File: src/rtl/mem_arb_pkg.sv
// Shared types, default widths and helpers for the core memory arbiter.
package mem_arb_pkg;

    localparam int unsigned DefAddrW = 8;
    localparam int unsigned DefDataW = 8;
    localparam int unsigned MaxCores = 8;

    typedef enum logic [1:0] {
        StIdle   = 2'd0,
        StAccess = 2'd1,
        StDone   = 2'd2
    } arb_state_e;

    // Width of a counter/index able to hold 0..n-1, never less than one bit.
    function automatic int unsigned idx_width(input int unsigned n);
        return (n > 1) ? $clog2(n) : 1;
    endfunction

    function automatic logic [MaxCores-1:0] onehot(input int unsigned idx);
        return MaxCores'(1) << idx;
    endfunction

endpackage

File: src/rtl/rr_pick.sv
// Combinational winner selection: round-robin after 'last' by default,
// lowest index wins when MEM_ARB_FIXED_PRIO_EN is defined.
module rr_pick
    import mem_arb_pkg::*;
#(
    parameter int unsigned NUM_CORES = 4,
    parameter int unsigned IdxW      = idx_width(NUM_CORES)
) (
    input  logic [NUM_CORES-1:0] req_i,
    input  logic [IdxW-1:0]      last_i,
    output logic [IdxW-1:0]      winner_o,
    output logic                 valid_o
);

`ifdef MEM_ARB_FIXED_PRIO_EN
    logic unused_last;
    assign unused_last = ^last_i;

    always_comb begin
        winner_o = '0;
        valid_o  = 1'b0;
        for (int unsigned k = 0; k < NUM_CORES; k++) begin
            if (!valid_o && req_i[k]) begin
                valid_o  = 1'b1;
                winner_o = IdxW'(k);
            end
        end
    end
`else
    logic [IdxW-1:0] cand;

    // Walk from last+1 with wrap; the first requester seen wins.
    always_comb begin
        winner_o = '0;
        valid_o  = 1'b0;
        cand     = last_i;
        for (int unsigned k = 0; k < NUM_CORES; k++) begin
            cand = (cand == IdxW'(NUM_CORES - 1)) ? '0 : cand + IdxW'(1);
            if (!valid_o && req_i[cand]) begin
                valid_o  = 1'b1;
                winner_o = cand;
            end
        end
    end
`endif

endmodule

File: src/rtl/core_mem_arbiter.sv
// Shares one data memory between NUM_CORES cores, one transaction at a time.
// Define MEM_ARB_FIXED_PRIO_EN for fixed lowest-index priority instead of round-robin.
module core_mem_arbiter
    import mem_arb_pkg::*;
#(
    parameter int unsigned NUM_CORES = 4,
    parameter int unsigned ADDR_W    = DefAddrW,
    parameter int unsigned DATA_W    = DefDataW,
    parameter int unsigned MEM_LAT   = 2
) (
    input  logic                        clk,
    input  logic                        rst,
    input  logic [NUM_CORES-1:0]        req,
    input  logic [NUM_CORES-1:0]        we,
    input  logic [NUM_CORES*ADDR_W-1:0] addr,
    input  logic [NUM_CORES*DATA_W-1:0] wdata,
    output logic [NUM_CORES-1:0]        grant,
    output logic [NUM_CORES-1:0]        done,
    output logic [DATA_W-1:0]           rdata,
    output logic                        mem_en,
    output logic                        mem_we,
    output logic [ADDR_W-1:0]           mem_addr,
    output logic [DATA_W-1:0]           mem_wdata,
    input  logic [DATA_W-1:0]           mem_rdata
);

    localparam int unsigned IdxW = idx_width(NUM_CORES);
    localparam int unsigned LatW = idx_width(MEM_LAT);

    arb_state_e           state_q, state_d;
    logic [NUM_CORES-1:0] grant_q, grant_d;
    logic [NUM_CORES-1:0] done_q, done_d;
    logic [DATA_W-1:0]    rdata_q, rdata_d;
    logic                 mem_en_q, mem_en_d;
    logic                 mem_we_q, mem_we_d;
    logic [ADDR_W-1:0]    mem_addr_q, mem_addr_d;
    logic [DATA_W-1:0]    mem_wdata_q, mem_wdata_d;
    logic [LatW-1:0]      lat_cnt_q, lat_cnt_d;
    logic [IdxW-1:0]      last_q, last_d;

    logic [IdxW-1:0]      pick_idx;
    logic                 pick_valid;

    rr_pick #(
        .NUM_CORES (NUM_CORES),
        .IdxW      (IdxW)
    ) u_rr_pick (
        .req_i    (req),
        .last_i   (last_q),
        .winner_o (pick_idx),
        .valid_o  (pick_valid)
    );

    always_comb begin
        state_d     = state_q;
        grant_d     = grant_q;
        done_d      = '0;
        rdata_d     = rdata_q;
        mem_en_d    = mem_en_q;
        mem_we_d    = mem_we_q;
        mem_addr_d  = mem_addr_q;
        mem_wdata_d = mem_wdata_q;
        lat_cnt_d   = lat_cnt_q;
        last_d      = last_q;

        unique case (state_q)
            StIdle: begin
                // Core inputs are captured only here and then held for the whole access.
                if (pick_valid) begin
                    grant_d     = NUM_CORES'(onehot(32'(pick_idx)));
                    mem_en_d    = 1'b1;
                    mem_we_d    = we[pick_idx];
                    mem_addr_d  = addr[pick_idx*ADDR_W +: ADDR_W];
                    mem_wdata_d = wdata[pick_idx*DATA_W +: DATA_W];
                    lat_cnt_d   = LatW'(MEM_LAT - 1);
                    last_d      = pick_idx;
                    state_d     = StAccess;
                end
            end
            StAccess: begin
                if (lat_cnt_q == '0) begin
                    if (!mem_we_q) begin
                        rdata_d = mem_rdata;
                    end
                    mem_en_d = 1'b0;
                    mem_we_d = 1'b0;
                    done_d   = grant_q;
                    state_d  = StDone;
                end else begin
                    lat_cnt_d = lat_cnt_q - LatW'(1);
                end
            end
            StDone: begin
                grant_d = '0;
                state_d = StIdle;
            end
            default: begin
                state_d = StIdle;
            end
        endcase
    end

    always_ff @(posedge clk) begin
        if (rst) begin
            state_q     <= StIdle;
            grant_q     <= '0;
            done_q      <= '0;
            rdata_q     <= '0;
            mem_en_q    <= 1'b0;
            mem_we_q    <= 1'b0;
            mem_addr_q  <= '0;
            mem_wdata_q <= '0;
            lat_cnt_q   <= '0;
            last_q      <= IdxW'(NUM_CORES - 1);
        end else begin
            state_q     <= state_d;
            grant_q     <= grant_d;
            done_q      <= done_d;
            rdata_q     <= rdata_d;
            mem_en_q    <= mem_en_d;
            mem_we_q    <= mem_we_d;
            mem_addr_q  <= mem_addr_d;
            mem_wdata_q <= mem_wdata_d;
            lat_cnt_q   <= lat_cnt_d;
            last_q      <= last_d;
        end
    end

    assign grant     = grant_q;
    assign done      = done_q;
    assign rdata     = rdata_q;
    assign mem_en    = mem_en_q;
    assign mem_we    = mem_we_q;
    assign mem_addr  = mem_addr_q;
    assign mem_wdata = mem_wdata_q;

endmodule

File: config.mk
export PLATFORM = sky130hd
export DESIGN_NAME = core_mem_arbiter
export DESIGN_NICKNAME = d
export VERILOG_FILES = /design/src/rtl/mem_arb_pkg.sv /design/src/rtl/rr_pick.sv /design/src/rtl/core_mem_arbiter.sv
export SDC_FILE = /design/constraint.sdc
export NUM_CORES = 1
export LEC_CHECK = 0
export ABC_AREA = 1
export CAP_MARGIN = 5
export CORE_MARGIN = 3
export CORE_UTILIZATION = 40
export CTS_CLUSTER_SIZE = 25
export DETAILED_ROUTE_END_ITERATION = 6
export PLACE_DENSITY_LB_ADDON = 0.12
export SETUP_SLACK_MARGIN = 0.05
export SYNTH_ARGS = -nofsm -noshare
export SYNTH_HDL_FRONTEND = slang
export SYNTH_SLANG_ARGS = --single-unit
File: constraint.sdc
create_clock -name clk -period 2.6 [get_ports clk]
set_input_delay 0.78 -clock clk [delete_from_list [all_inputs] [get_ports clk]]
set_output_delay 0.78 -clock clk [all_outputs]
set_load 0.01 [all_outputs]
==> impl_metrics.py <==
metrics = {
    "status": {
        "status": "completed",
    },
    "setup_path": {
        "end_kind": "flip-flop",
        "cp_data_required_time_ns": 2.83,
        "cp-startpoint": "req[2]",
        "crit_chain": "clkdlybuf4s50_1, inv_1, nand2_2, nand2_2, nand2_1, nand2_2, nand2_2, o21ai_2, nor2_4, clkinv_4, nor2_8, buf_6, nand2_1, nand3_1, nor2_1, nor2_1",
        "cp_slowest_cell": "clkdlybuf4s50_1",
        "arrival_ns": 2.65,
        "path_class": "in2reg",
        "r2r_start": "last_q[0]",
        "cp_max_fo": 8,
        "startpoint_type": "input port",
        "crit_path_max_incr_delay_ns": 0.47,
        "cpMostUsedCell": "nand2_2",
    },
    "cells_and_area": {
        "nFillCells": 447,
        "diodes": 0,
        "areaGrowthSynthToFinish_pct": 67.01,
        "final_util": 0.7183,
        "layout-drive-gt1-share": 0.1545,
        "fin_nets": 561,
    },
    "global_route": {
        "grt_usage": 0.2016,
        "busiest_layer": "met2",
        "grt_util_met1": 0.2380,
        "grt-ovfl-total": 0,
        "grt_pass1_vias": 2364,
        "grt_pass1_wl_mm": 10.61,
        "globalRouteMet3Util": 0.04715,
        "antenna_found_initial": 0,
        "grt_max_degree": 19,
        "grt_use_met2": 0.3651,
    },
    "timing": {
        "worstMarginPinSlew_ns": 0.4898,
        "rsz0062_at_grt": "false",
        "final_hold_viol_count": 0,
        "fin_setup_tns_ns": 0,
        "fin_crit_sh": 0.9299,
        "maxSlewHeadroom": 0.6731,
        "slew_viol_final": 0,
        "holdWs_ns": 0.4493,
        "setup_violations": 0,
        "clock_skew_ns": 0.007426,
        "timing.fmax_ghz": 0.4136,
        "period_needed_ns": 2.418,
    },
    "routing": {
        "ant_nets": 0,
        "viasPerCell": 4.816,
        "dr.pass1.iters": 4,
        "drt_iter0_drc": 67,
        "drc": 0,
        "wire_per_inst_um": 12.75,
        "drt-total-wl_mm": 6.998,
        "via_count": 2644,
    },
    "placement": {
        "hpwl_mm": 5.226,
        "gp_congestion": 0.8648,
        "port_buffers": 115,
    },
    "die": {
        "core_area_um2": 5335,
        "die_y_um": 81.74,
        "ios": 116,
        "die_w_um": 81.74,
        "die_area_um2": 6681,
        "start_util": 0.4301,
        "num_rows": 26,
    },
    "logic_synthesis": {
        "ys_types": 26,
        "synth_edf_count": 0,
        "syn_area_um2": 2295,
        "netlist_top_cells_count": "nand2_1 (98), nor2_1 (57), nand3_1 (48)",
        "yosysMostFrequentCell": "nand2_1",
        "seq_area_frac_synth": 0.3402,
        "synth_top_area_cell": "dfxtp_1",
        "synthCells": 347,
        "synth.ff_latch_count": 39,
        "ys_async_sr_fraction": 0,
        "synth.area.top_cells": "dfxtp_1 (34%), nand2_1 (16%), nand3_1 (10%), nor2_1 (9.3%), o21ai_0 (5.7%)",
        "yosys_most_used_dff": "dfxtp_1",
        "synth.top_cell.area_share": 0.3402,
        "syn_area_per_cell_um2": 6.613,
        "synth_fp_nets": 430,
        "yosysWarnings": 0,
    },
    "clock_network": {
        "clk_pin_slew_ns": 0.08,
        "cts_num_sinks": 39,
        "cts-hold-fix-buffers": 0,
        "ctsHtreeMaxLevel": 2,
        "numCtsBuffers": 5,
        "cts_buffer_depth": 2,
        "cts_tree": "yes",
        "cts_root_buf": "clkbuf_8",
        "clkLatencyLatePin_ns": 0.29,
    },
    "power": {
        "powerDensity_nw_per_um2": 1501,
        "vdd_drop_max_mv": 0.8816,
        "power.total_mw": 5.752,
        "leakage_nw": 1.663,
    },
    "run": {
        "maxCapViolCount": 0,
    },
    "worst_hold_path": {
        "min_from": "grant[3]",
        "min_path_type": "reg2reg",
    },
}
-- cell usage in the layout (no fill, tap or decap) --
cell type and n:
nand4_1 1, o21ai_1 1, inv_1 17, o21ai_2 1, nand3_1 48, clkbuf_8 5, nor2_4 5, nor2_2 4
nor3_2 1, a21oi_1 10, nand3_2 10, clkinv_4 1, nand2_1 94, clkdlybuf4s50_1 113, nor2_1 55, ha_2 1
dlymetal6s2s_1 2, clkinvlp_4 2, o21ai_0 25, buf_12 4, nor2_8 2, nand2_2 11, buf_4 18, bufinv_16 2
buf_6 2, inv_2 3, dfxtp_1 39, a22oi_2 1, nand2_8 1
-- flip-flops by register name, summed over array words and instances, names as in the netlist --
signal	cells
state_q	2
last_q	2
mem_we	1
grant	4
rdata	8
mem_en	1
mem_addr	8
mem_wdata	8
lat_cnt_q	1
done	4
-- kinds of logic (layout without fill, tap and decap cells) --
family	after synthesis	in the layout	synth area share
simple gates	231	232	0.4711
flops	39	39	0.3402
buf+inv	38	169	0.09705
fa+ha+maj	1	1	0.005452
compound gates	38	38	0.08615
-- worst paths after layout --
| check | to | depth (start not counted) | slack (ns) |
|---|---|---|---|
| max | mem_wdata[7] | 16 | 0.18 |
| min | done[3] | 2 | 0.45 |
| max reg2reg | mem_wdata[7] | 15 | 0.22 |
| min reg2reg | done[3] | 2 | 0.45 |
-- where the power goes --
group          internal (mW)  total, mW  switching [mW]  leakage, nW
clock network          0.383      0.596           0.213       0.0644
registers              0.794      0.902           0.109        0.322
logic                   1.92       4.25            2.34         1.28
-- layer usage --
layer / wire [um] / part of all wire / up-vias
met5: 0 / 0 / -
met4: 65 / 0.0093 / 0
met1: 2835 / 0.41 / 1172
li1: - / - / 1373
met2: 3491 / 0.50 / 94
met3: 605 / 0.086 / 5
-- worst max-delay path, delay by kind of cell --
kind,cells,cell delay [ns]
buffers and inverters,4,0.81
AND/OR/NAND/NOR,11,0.99
AO/OA/AOI/OAI,1,0.08
-- cell type report --
class | instances | area [um^2] | area share
Timing Repair Buffer | 139 | 1394 | 0.3637
Tap cell | 70 | 87.58 | 0.02285
Multi-Input combinational cell | 271 | 1343 | 0.3503
Inverter | 22 | 91.34 | 0.02383
Clock inverter | 3 | 67.56 | 0.01763
Sequential cell | 39 | 780.7 | 0.2037
Clock buffer | 5 | 68.82 | 0.01796
-- stage by stage --
stage | setup WS, ns | instance area (um^2) | std cells
after floorplan | 0.4650 | 2295 | 347
after global placement | -0.07709 | 3578 | 535
after detailed placement | -0.1442 | 3578 | 535
after CTS | 0.1700 | 3715 | 543
after global routing | 0.04012 | 3832 | 549
final | 0.1823 | 3832 | 549
-- what timing repair did --
| action | CTS | global route |
|---|---|---|
| buffers inserted | 0 | 5 |
| endpoints found under the hold margin | 0 | 0 |
| gates resized for setup | 0 | 18 |
| endpoints found under the setup margin | 0 | 18 |
Note: power is estimated with default switching activity, not from simulation.
